`config.mk`:
```
export PLATFORM = sky130hd
export DESIGN_NAME = clock_gate_controller
export DESIGN_NICKNAME = d
export VERILOG_FILES = /design/src/rtl/clock_gate_controller_pkg.sv /design/src/rtl/clock_gate_settle_counter.sv /design/src/rtl/clock_gate_controller.sv
export SDC_FILE = /design/constraint.sdc
export NUM_CORES = 1
export LEC_CHECK = 0
export CAP_MARGIN = 20
export CORE_MARGIN = 4
export CORE_UTILIZATION = 25
export CTS_CLUSTER_SIZE = 20
export DETAILED_ROUTE_END_ITERATION = 6
export GPL_ROUTABILITY_DRIVEN = 1
export PLACE_DENSITY = 0.44
export SETUP_SLACK_MARGIN = 0.02
export SLEW_MARGIN = 20
export SYNTH_ARGS = -nofsm -noshare
export SYNTH_HDL_FRONTEND = slang
export SYNTH_SLANG_ARGS = --single-unit
```
`constraint.sdc`:
```
create_clock -name clock -period 3.4 [get_ports clock]
set_clock_uncertainty 0.05 [all_clocks]
set_input_delay 0.85 -clock clock [delete_from_list [all_inputs] [get_ports clock]]
set_output_delay 0.85 -clock clock [all_outputs]
set_load 0.02 [all_outputs]
```
`src/rtl/clock_gate_controller_pkg.sv`:
```
`default_nettype none
// +--------------------------------------------------------------------------+
// | Module : clock_gate_controller_pkg                                       |
// | Brief  : Shared states, stop-cause codes and default widths.             |
// | Rev    : 1.0                                                             |
// +--------------------------------------------------------------------------+
package clock_gate_controller_pkg;

  localparam int c_default_budget_w = 48;
  localparam int c_default_n_halt   = 4;
  localparam int c_default_settle   = 2;

  typedef enum logic [1:0] {
    IDLE    = 2'd0,
    RUN     = 2'd1,
    DRAIN   = 2'd2,
    STOPPED = 2'd3
  } state_t;

  typedef enum logic [1:0] {
    CAUSE_NONE   = 2'd0,
    CAUSE_BUDGET = 2'd1,
    CAUSE_HALT   = 2'd2,
    CAUSE_DONE   = 2'd3
  } cause_t;

  // A settle count of 1 still needs a 1-bit counter.
  function automatic int settle_cnt_w(input int settle);
    return (settle > 1) ? $clog2(settle) : 1;
  endfunction

endpackage
`default_nettype wire

```
`src/rtl/clock_gate_settle_counter.sv`:
```
`default_nettype none
// +--------------------------------------------------------------------------+
// | Module : clock_gate_settle_counter                                       |
// | Brief  : Loadable down-counter with zero flag, paces the DRAIN state.    |
// | Rev    : 1.0                                                             |
// +--------------------------------------------------------------------------+
module clock_gate_settle_counter #(
  parameter int WIDTH = 1
) (
  input  logic             clock,
  input  logic             reset,
  input  logic             load,
  input  logic [WIDTH-1:0] load_val,
  input  logic             dec,
  output logic             zero
);

  logic [WIDTH-1:0] r_count;

  always_ff @(posedge clock) begin
    if (!reset) begin
      r_count <= '0;
    end else if (load) begin
      r_count <= load_val;
    end else if (dec) begin
      r_count <= r_count - 1'b1;
    end
  end

  assign zero = (r_count == '0);

endmodule
`default_nettype wire

```
`src/rtl/clock_gate_controller.sv`:
```
`default_nettype none
// +--------------------------------------------------------------------------+
// | Module : clock_gate_controller                                           |
// | Brief  : Run/stop sequencer for the compute-array glitchless clock gate. |
// | Rev    : 1.0                                                             |
// +--------------------------------------------------------------------------+
module clock_gate_controller
  import clock_gate_controller_pkg::*;
#(
  parameter int BUDGET_W = c_default_budget_w,
  parameter int N_HALT   = c_default_n_halt,
  parameter int SETTLE   = c_default_settle
) (
  input  logic                clock,
  input  logic                reset,
  input  logic                start,
  input  logic [BUDGET_W-1:0] budget,
  input  logic [N_HALT-1:0]   halt_req,
  input  logic                resume,
  input  logic                done,
  output logic                gate_n,
  output logic                running,
  output logic                stopped,
  output logic [1:0]          cause,
  output logic [N_HALT-1:0]   halt_src,
  output logic [BUDGET_W-1:0] cycles
);

  localparam int                 c_cnt_w       = settle_cnt_w(SETTLE);
  localparam logic [c_cnt_w-1:0] c_settle_init = c_cnt_w'(SETTLE - 1);

  state_t              r_state;
  logic                r_gate_n;
  logic                r_running;
  logic                r_stopped;
  cause_t              r_cause;
  logic [N_HALT-1:0]   r_halt_src;
  logic [BUDGET_W-1:0] r_cycles;
  logic [BUDGET_W-1:0] r_budget;

  logic [BUDGET_W-1:0] w_cycles_inc;
  cause_t              w_stop_cause;
  logic                w_stop;
  logic                w_resume_ok;
  logic                w_settle_load;
  logic                w_settle_dec;
  logic                w_settle_zero;

  always_comb begin
    w_cycles_inc = r_cycles + 1'b1;

    w_stop_cause = CAUSE_NONE;
    if (|halt_req) begin
      w_stop_cause = CAUSE_HALT;
    end else if (done) begin
      w_stop_cause = CAUSE_DONE;
    end else if ((r_budget != '0) && (w_cycles_inc == r_budget)) begin
      w_stop_cause = CAUSE_BUDGET;
    end
    w_stop = (r_state == RUN) && (w_stop_cause != CAUSE_NONE);

    // The budget is an absolute total, so a resume must leave headroom.
    w_resume_ok = 1'b0;
    if ((r_state == STOPPED) && resume && !start) begin
      case (r_cause)
        CAUSE_HALT:   w_resume_ok = (halt_req == '0);
        CAUSE_BUDGET: w_resume_ok = (budget == '0) || (budget > r_cycles);
        default:      w_resume_ok = 1'b0;
      endcase
    end

    w_settle_load = w_stop;
    w_settle_dec  = (r_state == DRAIN) && !w_settle_zero;
  end

  always_ff @(posedge clock) begin
    if (!reset) begin
      r_state    <= IDLE;
      r_gate_n   <= 1'b1;
      r_running  <= 1'b0;
      r_stopped  <= 1'b1;
      r_cause    <= CAUSE_NONE;
      r_halt_src <= '0;
      r_cycles   <= '0;
      r_budget   <= '0;
    end else begin
      case (r_state)
        IDLE, STOPPED: begin
          if (start) begin
            r_budget   <= budget;
            r_cycles   <= '0;
            r_cause    <= CAUSE_NONE;
            r_halt_src <= '0;
            r_gate_n   <= 1'b0;
            r_running  <= 1'b1;
            r_stopped  <= 1'b0;
            r_state    <= RUN;
          end else if (w_resume_ok) begin
            if (r_cause == CAUSE_BUDGET) begin
              r_budget <= budget;
            end
            r_gate_n  <= 1'b0;
            r_running <= 1'b1;
            r_stopped <= 1'b0;
            r_state   <= RUN;
          end
        end
        RUN: begin
          // The stopping edge is still an ungated edge and counts.
          r_cycles <= w_cycles_inc;
          if (w_stop) begin
            r_gate_n   <= 1'b1;
            r_running  <= 1'b0;
            r_cause    <= w_stop_cause;
            r_halt_src <= (w_stop_cause == CAUSE_HALT) ? halt_req : '0;
            r_state    <= DRAIN;
          end
        end
        DRAIN: begin
          if (w_settle_zero) begin
            r_stopped <= 1'b1;
            r_state   <= STOPPED;
          end
        end
        default: r_state <= IDLE;
      endcase
    end
  end

  clock_gate_settle_counter #(
    .WIDTH (c_cnt_w)
  ) u_settle (
    .clock    (clock),
    .reset    (reset),
    .load     (w_settle_load),
    .load_val (c_settle_init),
    .dec      (w_settle_dec),
    .zero     (w_settle_zero)
  );

  assign gate_n   = r_gate_n;
  assign running  = r_running;
  assign stopped  = r_stopped;
  assign cause    = r_cause;
  assign halt_src = r_halt_src;
  assign cycles   = r_cycles;

endmodule
`default_nettype wire
```
# Yosys cells after proc, flatten, opt, wreduce, memory -nomap -nowiden
# Cells that the tools add are included.
# word_totals
register_bits	108
inputBits	57
output_inout_bits	57
wordCells	82
# classes
add_sub_neg	2
order_cmp	1
n_eq_ne	11
n_mux	34
n_reduce_logical	25
# ops
op	count
$mux W48	4
$pmux W48 S2	1
$add A48 B1 Y48 const B	1
$eq A48 B48 Y1	1
$gt A48 B48 Y1	1
$logic_not A48 Y1	1
$reduce_bool A48 Y1	1
$mux W2	8
$reduce_and A3 Y1	5
$mux W4	3
$reduce_bool A2 Y1	6
$mux W1	11
$eq A2 B2 Y1 const B	4
$pmux W1 S2	4
$pmux W4 S2	1
$pmux W2 S3	1
$logic_and A1 B1 Y1	5
$eq A2 B1 Y1 const B	2
$logic_not A4 Y1	1
$ne A2 B2 Y1 const B	2
$pmux W2 S2	1
$reduce_or A4 Y1	1
$ne A3 B3 Y1 const B	1
$logic_not A2 Y1	1
other kinds (6)	6

# Longest topological paths before layout
# Gate-level depths: netlist of run 1.
# depth
ltp_word	10
ltp_mapped	14
depth_no_buf	11

# Modules after synthesis
# From an unflattened synthesis of run 1, not the netlist that was laid out.
# hier_totals
hier_cells	1024
area_unflattened_um2	8207.9
# modules_own_cells
mod	n_inst	cells_per_inst	area_each_um2
clock_gate_controller	1	1019	8159.1
clock_gate_settle_counter	1	5	48.8

# Worst setup path before layout of run 1
# Ideal clock, no wire load.
# synth_timing
path_type	input -> register
from	input port budget[46]
to	register r_budget[37]
arrival_time_ns	3.396
t_required_ns	3.233
setup_slack_ns	-0.163
path_stages	12
cell_sequence	ha_1 > nand4_1 > nor4_1 > and3_1 > a31oi_1 > nand2_1 > a21oi_1 > o21ai_1 > buf_1 > buf_1 > mux2i_1 > nor2b_1
# synth_via
elab_chain_cells	6
elab_cells_between_ends	7
classes_between	order compare: 1; mux: 2; reduce/logical: 4
# synth_rtl
element	line_no	text
start: declaration	clock_gate_controller.sv:17	input logic [BUDGET_W-1:0] budget,
$gt A48 B48 Y1 / $logic_not A48 Y1 (equally long branches)	clock_gate_controller.sv:67	CAUSE_BUDGET: w_resume_ok = (budget == '0) || (budget > r_cycles);
$logic_or A1 B1 Y1 *	clock_gate_controller.sv:67	
$pmux W1 S2 *	clock_gate_controller.sv:65	case (r_cause)
$mux W1 *	clock_gate_controller.sv:64	if ((r_state == STOPPED) && resume && !start) begin
$reduce_bool A2 Y1 (no line) *	n/a	
$reduce_and A3 Y1 (no line) *	n/a	
end signal: assignment	clock_gate_controller.sv:90	r_budget <= budget;
end signal: assignment	clock_gate_controller.sv:100	r_budget <= budget;
end: declaration	clock_gate_controller.sv:39	logic [BUDGET_W-1:0] r_budget;
# Every way passes the cells marked *; elsewhere a longest branch is shown, timed or not.
# A chain may end at the register's enable or synchronous reset.

# Worst setup path in the final report of run 1
# layout_timing
from	register r_cycles[3], in the netlist cycles[3]
to	register r_state[0]
# layout_via
elab_chain_cells	10
elab_cells_between_ends	15
classes_between	add/sub: 1; order compare: 1; eq/ne: 3; mux: 5; reduce/logical: 5
# layout_rtl
element	line_no	text
start: declaration	clock_gate_controller.sv:38	logic [BUDGET_W-1:0] r_cycles;
start signal: assignment	clock_gate_controller.sv:110	r_cycles <= w_cycles_inc;
$add A48 B1 Y48	clock_gate_controller.sv:50	w_cycles_inc = r_cycles + 1'b1;
$eq A48 B48 Y1	clock_gate_controller.sv:57	end else if ((r_budget != '0) && (w_cycles_inc == r_budget)) begin
$logic_and A1 B1 Y1	clock_gate_controller.sv:57	
$mux W1	clock_gate_controller.sv:57	
$mux W2	clock_gate_controller.sv:55	end else if (done) begin
$mux W2	clock_gate_controller.sv:53	if (|halt_req) begin
$reduce_bool A2 Y1	clock_gate_controller.sv:60	w_stop = (r_state == RUN) && (w_stop_cause != CAUSE_NONE);
$logic_and A1 B1 Y1	clock_gate_controller.sv:60	
$ne A2 B1 Y1 (no line)	n/a	
$reduce_and A3 Y1 (no line) *	n/a	
end signal: assignment	clock_gate_controller.sv:78	r_state <= IDLE;
end signal: assignment	clock_gate_controller.sv:97	r_state <= RUN;
end signal: assignment	clock_gate_controller.sv:105	r_state <= RUN;
end: declaration	clock_gate_controller.sv:32	state_t r_state;
# Marks and branches as above.

==> results of run 1 <==
-- stage by stage --
| stage | util, % | power [W] | setup slack, ns | std cells | hold slack, ns |
|---|---|---|---|---|---|
| after detailed placement | 34.7 | 0.00398 | -0.517 | 1654 | 0.408 |
| final | 38.0 | 0.00543 | -0.0654 | 1686 | 0.420 |
| after global routing | 38.0 | 0.00573 | -0.145 | 1686 | 0.440 |
| after floorplan | - | 0.00301 | 0.0639 | 993 | 0.427 |
| after global placement | 34.7 | 0.00396 | -0.555 | 1654 | 0.399 |
| after CTS | 36.7 | 0.00537 | 0.0215 | 1681 | 0.427 |
-- worst max-delay path: stages, from the launching register on --
cell,delay [ns]
sky130_fd_sc_hd__dfxtp_4,0.38
sky130_fd_sc_hd__nand4_4,0.14
sky130_fd_sc_hd__buf_6,0.15
sky130_fd_sc_hd__or4_4,0.62
sky130_fd_sc_hd__buf_6,0.17
sky130_fd_sc_hd__xnor2_2,0.13
sky130_fd_sc_hd__a211oi_2,0.23
sky130_fd_sc_hd__nand4_1,0.28
sky130_fd_sc_hd__nor4_2,0.44
sky130_fd_sc_hd__buf_4,0.20
sky130_fd_sc_hd__a31oi_4,0.11
sky130_fd_sc_hd__buf_4,0.17
sky130_fd_sc_hd__o311a_4,0.29
-- registers in the layout (all words and copies together), names as in the netlist --
register          cells
cause                 2
cycles               48
gate_n                1
halt_src              4
r_budget             48
r_state               2
running               1
stopped               1
u_settle.r_count      1
-- cells in the mapped netlist, drive strengths merged, types with 9 or more instances --
cell,n,area [um2]
xnor2,60,526
mux2i,49,490
a21oi,51,255
nand3,38,195
xor2,20,175
nor2,38,143
clkbuf,36,136
and2,11,71.3
or3,9,57.6
nor2b,58,363
nand4,42,297
nand2,81,304
ha,55,688
nor4,62,424
a21boi,19,146
dfxtp,108,2160
o21ai,55,275
inv,58,218
buf,22,130
o21a,12,97.6
nor3,27,145
-- what timing repair did --
| item | CTS | global route |
|---|---|---|
| setup endpoints to repair | 60 | 60 |
| cloned | 2 | 0 |
| buffers inserted | 9 | 5 |
| hold buffers | 0 | 0 |
| pin swaps | 24 | 44 |
| gates resized for setup | 49 | 71 |
-- final cells by class --
cell class / count / area [um2]
Clock buffer: 10 / 239
Clock inverter: 6 / 93.8
Fill cell: 3253 / 19600
Inverter: 58 / 218
Multi-Input combinational cell: 769 / 5820
Sequential cell: 108 / 2190
Tap cell: 402 / 503
Timing Repair Buffer: 333 / 2920
-- layer usage --
layer | vias up | wire length (um) | global-route usage, %
met3 | 37 | 1540 | 3.31
met2 | 214 | 15100 | 29.5
met4 | 0 | 777 | 4.95
li1 | 4162 | - | -
met1 | 4060 | 16000 | 26.0
met5 | - | 0 | 0
-- cell usage in the layout (no fill, tap or decap), types with 7 or more instances in the layout --
| master | Yosys | routed |
|---|---|---|
| sky130_fd_sc_hd__a21boi_0 | 18 | 18 |
| sky130_fd_sc_hd__a21oi_1 | 51 | 44 |
| sky130_fd_sc_hd__a21oi_2 | 0 | 7 |
| sky130_fd_sc_hd__and2_1 | 10 | 10 |
| sky130_fd_sc_hd__buf_4 | 1 | 209 |
| sky130_fd_sc_hd__clkbuf_16 | 0 | 9 |
| sky130_fd_sc_hd__clkdlybuf4s50_1 | 0 | 82 |
| sky130_fd_sc_hd__dfxtp_1 | 108 | 97 |
| sky130_fd_sc_hd__dfxtp_2 | 0 | 7 |
| sky130_fd_sc_hd__dlygate4sd2_1 | 0 | 10 |
| sky130_fd_sc_hd__dlymetal6s2s_1 | 0 | 18 |
| sky130_fd_sc_hd__ha_1 | 55 | 44 |
| sky130_fd_sc_hd__ha_4 | 0 | 11 |
| sky130_fd_sc_hd__inv_1 | 58 | 58 |
| sky130_fd_sc_hd__mux2i_1 | 49 | 49 |
| sky130_fd_sc_hd__nand2_1 | 81 | 81 |
| sky130_fd_sc_hd__nand3_1 | 37 | 35 |
| sky130_fd_sc_hd__nand4_1 | 38 | 38 |
| sky130_fd_sc_hd__nor2_1 | 38 | 36 |
| sky130_fd_sc_hd__nor2b_1 | 58 | 58 |
| sky130_fd_sc_hd__nor3_1 | 25 | 24 |
| sky130_fd_sc_hd__nor4_1 | 59 | 42 |
| sky130_fd_sc_hd__nor4_2 | 1 | 11 |
| sky130_fd_sc_hd__nor4_4 | 2 | 9 |
| sky130_fd_sc_hd__o21a_1 | 11 | 11 |
| sky130_fd_sc_hd__o21ai_0 | 54 | 50 |
| sky130_fd_sc_hd__xnor2_1 | 60 | 59 |
| sky130_fd_sc_hd__xor2_1 | 20 | 20 |
-- worst paths after layout --
path | slack [ns] | end | cells after the start | from
worst max-delay path | -0.07 | r_state[0]$_SDFFE_PN0P_ | 12 | cycles[3]$_SDFFE_PN0P_
worst min-delay path | 0.42 | halt_src[3]$_SDFFE_PN0P_ | 1 | halt_src[3]$_SDFFE_PN0P_
worst max register to register | -0.07 | r_state[0]$_SDFFE_PN0P_ | 12 | cycles[3]$_SDFFE_PN0P_
worst min register to register | 0.42 | halt_src[3]$_SDFFE_PN0P_ | 1 | halt_src[3]$_SDFFE_PN0P_
-- cells by family (layout without fill, tap and decap cells) --
family / count (synthesis) / after routing / share of synthesized area (%)
muxes: 49 / 49 / 6.14
xor gates and xnor gates: 80 / 80 / 8.78
AOI/OAI and AO/OA: 183 / 183 / 14.7
adders and majority gates: 55 / 55 / 8.62
DFF: 108 / 108 / 27.1
buffers and inverters: 116 / 407 / 6.07
and+or+nand+nor: 402 / 402 / 28.6
-- report_power, final --
group	internal, W	switching, W	total (W)
Clock	0.000675	0.000546	0.00122
Sequential	0.00144	0.000191	0.00163
Combinational	0.00114	0.00144	0.00258
Total	0.00325	0.00218	0.00543
==> impl_metrics.json, run 1 <==
{
  "outcome": "finished, violations left",
  "failing_checks": "negative setup slack",
  "slew_violations": 0,
  "hpwl_um": 25700,
  "worstPathMaxFanout": 5,
  "cts_tree": "yes",
  "period_share_pct": 102,
  "diodes": 0,
  "die_w_um": 187,
  "number_of_flops_mapped_to_enable_cells_by_yosys": 0,
  "fmaxAchievable_mhz": 289,
  "ctsLongestPathBuffers": 2,
  "final_nets": 1391,
  "grt_overflow": 0,
  "cp-start-kind": "register",
  "htree_num_levels": 3,
  "ys_async_sr_fraction_pct": 0,
  "worst_ep_arrival_time_ns": 3.66,
  "netlist_area_um2": 7980,
  "clk_transition_reported_paths_ns": 0.08,
  "synth_warnings": 0,
  "ys_dominant_reg_cell": "sky130_fd_sc_hd__dfxtp_1",
  "post_route_cells_drive_above_1_share_pct": 25.6,
  "detailed_place.area_um2": 11000,
  "route.detailed.drc": 0,
  "cts_inserted_buffers": 9,
  "pwr_density_cell_nw_per_um2": 453,
  "ir_drop_mv": 0.269,
  "worst_slew_pin_slew_ns": 0.881,
  "wire_length_of_the_first_global_routing_pass_um": 50900,
  "synth_seq_cells": 108,
  "sequential_area_share_after_synthesis_pct": 27.1,
  "final_hold_viol_count": 0,
  "drtPass1Iterations": 5,
  "final_antenna_net_count": 0,
  "postLayoutCellArea_um2": 12000,
  "setup_viol": 7,
  "syn-num-nets": 1105,
  "floorplan.die_area_um2": 34900,
  "cts-root-buf": "sky130_fd_sc_hd__clkbuf_16",
  "number_of_top_level_pins": 114,
  "synthesis.area_per_instance_um2": 8.04,
  "grt_start_max_net_pins": 113,
  "totalNegativeSetupSlack_ns": -0.350,
  "worst_ep_required_time_ns": 3.59,
  "clock_insertion_delay_worst_skew_ns": 0.36,
  "hold_path_class": "register to register",
  "timing.final.ws_setup_ns": -0.0654,
  "cts_num_sinks": 108,
  "rows": 65,
  "drt_first_iter_violations": 605,
  "area_growth_pct": 50.0,
  "critical_path_class": "register to register",
  "portBuffers": 113,
  "wl_um": 33400,
  "floorplan.die.height_um": 187,
  "relSlewSlack_pct": 41.2,
  "syn_inst": 993,
  "grt.total_usage_pct": 18.6,
  "rsz0062_at_grt": "true",
  "globalplace.congestion": 0.925,
  "first_global_vias": 8354,
  "core_area_um2": 31600,
  "drt-wirelength-per-cell_um": 19.8,
  "vias": 8473,
  "initial_antenna_violation_count": 0,
  "finalCriticalPeriod_ns": 3.47,
  "floorplan.initialDensity_pct": 25.3,
  "maxCapViolCount": 0,
  "routed_via_density": 5.03,
  "timing.critical_path.to_type": "register",
  "post_synth_num_cell_types": 70,
  "p_leak_nw": 4.75
}
Note: power is estimated with default switching activity, not from simulation.
==> inputs of run 2 (changes only) <==
--- a/config.mk
+++ b/config.mk
@@ -7,11 +7,11 @@
 export LEC_CHECK = 0
 export CAP_MARGIN = 20
 export CORE_MARGIN = 4
-export CORE_UTILIZATION = 25
+export CORE_UTILIZATION = 51
 export CTS_CLUSTER_SIZE = 20
 export DETAILED_ROUTE_END_ITERATION = 6
 export GPL_ROUTABILITY_DRIVEN = 1
-export PLACE_DENSITY = 0.44
+export PLACE_DENSITY = 0.78
 export SETUP_SLACK_MARGIN = 0.02
 export SLEW_MARGIN = 20
 export SYNTH_ARGS = -nofsm -noshare
==> run 2 against run 1 <==
Against the previous run: the run now ends clean; non-clock buffer count fell by 42; combinational power is 9.3% lower; utilization grew 35 points; register-to-register slack better by 0.08 ns; sequential share of layout area is 1.2 points higher; cell area decreased by 6.5%; worst setup slack gained 0.077 ns; critical path depth is 1 higher; global-route usage grew 13 points; maximum frequency grew 2.3%; clock power down 9.8%; sequential cell count did not move; critical endpoint is now halt_src[3]$_SDFFE_PN0P_; largest cell class unchanged; highest routed layer unchanged.
==> impl_metrics.json, run 2 (same netlist as run 1, synthesis figures left out) <==
{
  "worst_ep_arrival_time_ns": 3.59,
  "regArea_um2": 2180,
  "crit_family": "simple AND/OR/NAND/NOR gates",
  "postLayoutCellArea_um2": 11200,
  "detailed_place.area_um2": 10400,
  "pwr_density_cell_nw_per_um2": 453,
  "grt_start_max_net_pins": 59,
  "drt-wirelength-per-cell_um": 20.3,
  "critical_path_cell_count": 13,
  "routed_via_density": 6.04,
  "vias": 8778,
  "ctsLongestPathBuffers": 2,
  "critical_path.slowest_cell": "sky130_fd_sc_hd__or3_4",
  "power.total_w": 0.00507,
  "numPlacedInstances": 1427,
  "final_hold_viol_count": 0,
  "regToRegEndpoint": "halt_src[3]$_SDFFE_PN0P_",
  "final_nets": 1349,
  "htree_num_levels": 3,
  "final.hold.worst_slack_ns": 0.421,
  "clk_transition_reported_paths_ns": 0.07,
  "worstPathCellList": "ha_1 > nand3_1 > or3_4 > buf_4 > nor4_2 > buf_4 > xnor2_1 > nand4_1 > nor4_2 > buf_4 > a31oi_4 > o21a_4 > a32o_1",
  "p_leak_nw": 4.43,
  "outcome": "complete, no violations",
  "drtPass1Iterations": 6,
  "relSlewSlack_pct": 28.9,
  "hold_path_class": "register to register",
  "critical_path.most_common_cell": "sky130_fd_sc_hd__buf_4",
  "route.detailed.drc": 0,
  "maxCapViolCount": 0,
  "finish.utilization_pct": 73.4,
  "wire_length_of_the_first_global_routing_pass_um": 45100,
  "cts_num_sinks": 108,
  "hpwl_um": 22000,
  "layout.cells.most_common": "sky130_fd_sc_hd__buf_4",
  "fmaxAchievable_mhz": 295,
  "final_antenna_net_count": 0,
  "die_w_um": 133,
  "area_growth_pct": 40.2,
  "drt_first_iter_violations": 942,
  "finalNonFillerCells": 1453,
  "worst_ep_required_time_ns": 3.60,
  "r2r.worst_path.cells": 13,
  "r2r_setup_slack_ns": 0.01,
  "cp-start-kind": "register",
  "diodes": 0,
  "cts_tree": "yes",
  "num-fill-cells": 1146,
  "worstPathMaxFanout": 5,
  "timing.critical_path.to_type": "register",
  "worst_setup_path_startpoint": "cycles[0]$_SDFFE_PN0P_",
  "finalCriticalPeriod_ns": 3.39,
  "floorplan.die.height_um": 133,
  "slew_violations": 0,
  "setup_viol": 0,
  "initial_antenna_violation_count": 0,
  "critical_path_class": "register to register",
  "cts_inserted_buffers": 9,
  "portBuffers": 113,
  "floorplan.die_area_um2": 17700,
  "floorplan.initialDensity_pct": 52.3,
  "first_global_vias": 8441,
  "worst_slew_pin_slew_ns": 1.06,
  "cp-endpoint": "halt_src[3]$_SDFFE_PN0P_",
  "grt.total_usage_pct": 31.5,
  "layout_common_cells": "sky130_fd_sc_hd__buf_4 (173), sky130_fd_sc_hd__dfxtp_1 (97), sky130_fd_sc_hd__clkdlybuf4s50_1 (94)",
  "period_share_pct": 99.7,
  "worstReg2RegStart": "cycles[0]$_SDFFE_PN0P_",
  "ir_drop_mv": 0.333,
  "grt_overflow": 0,
  "globalplace.congestion": 1.00,
  "wl_um": 29600,
  "clock_insertion_delay_worst_skew_ns": 0.36,
  "cts-root-buf": "sky130_fd_sc_hd__clkbuf_16",
  "worstPathBufferInverterCount": 3,
  "core_area_um2": 15300,
  "number_of_top_level_pins": 114,
  "post_route_cells_drive_above_1_share_pct": 22.0,
  "critical-path-max-stage-delay_ns": 0.47,
  "rows": 45,
  "area_used_by_multi_input_combinational_logic_um2": 5720
}
==> run 2: timing repair <==
item                                    CTS  global route
gates resized for setup                  22            60
cloned                                    0             1
endpoints found under the setup margin   58            60
buffers inserted                          6             4
hold buffers                              0             0
pin swaps                                14            25
==> run 2: power breakdown <==
| group | leakage [nW] | switching [W] | internal (W) | total, W |
|---|---|---|---|---|
| sequential | 0.885 | 0.000189 | 0.00144 | 0.00163 |
| combinational | 3.40 | 0.00135 | 0.000994 | 0.00234 |
| clock | 0.147 | 0.000505 | 0.000592 | 0.00110 |
==> run 2: area by class of cell <==
| type | instances | share of cell area [%] |
|---|---|---|
| flip-flops and latches | 108 | 19.4 |
| inverters | 58 | 1.94 |
| clock inverters | 4 | 0.436 |
| multi-input cells | 769 | 51.1 |
| well taps | 211 | 2.36 |
| repair buffers | 291 | 22.5 |
| clock buffers | 12 | 2.20 |
==> run 2: how the worst min path moves through the flow <==
stage | startpoint | end | slack [ns] | cells after the start
6_report | halt_src[2]$_SDFFE_PN0P_ | halt_src[2]$_SDFFE_PN0P_ | 0.42 | 1
5_1_grt | halt_src[0]$_SDFFE_PN0P_ | halt_src[0]$_SDFFE_PN0P_ | 0.44 | 1
4_1_cts | halt_src[1]$_SDFFE_PN0P_ | halt_src[1]$_SDFFE_PN0P_ | 0.42 | 1
3_5_place_dp | halt_src[1]$_SDFFE_PN0P_ | halt_src[1]$_SDFFE_PN0P_ | 0.41 | 1
3_3_place_gp | halt_src[1]$_SDFFE_PN0P_ | halt_src[1]$_SDFFE_PN0P_ | 0.40 | 1
2_1_floorplan | u_settle.r_count$_SDFFE_PN0P_ | u_settle.r_count$_SDFFE_PN0P_ | 0.43 | 2
==> run 2: metal layers <==
metal / GRT usage (%) / up-vias / share of wire (%)
met5: 0 / - / 0
met4: 13.1 / 0 / 3.4
met3: 5.10 / 77 / 8.0
met2: 51.5 / 479 / 47
met1: 41.6 / 4138 / 41
li1: - / 4084 / -
==> run 2: through the flow <==
step	TNS (ns)	setup slack, ns
6_report	0	0.0112
5_1_grt	-0.0925	-0.0184
4_1_cts	0	0.0139
3_5_place_dp	-46.08	-0.914
3_3_place_gp	-44.18	-0.935
2_1_floorplan	0	0.0639
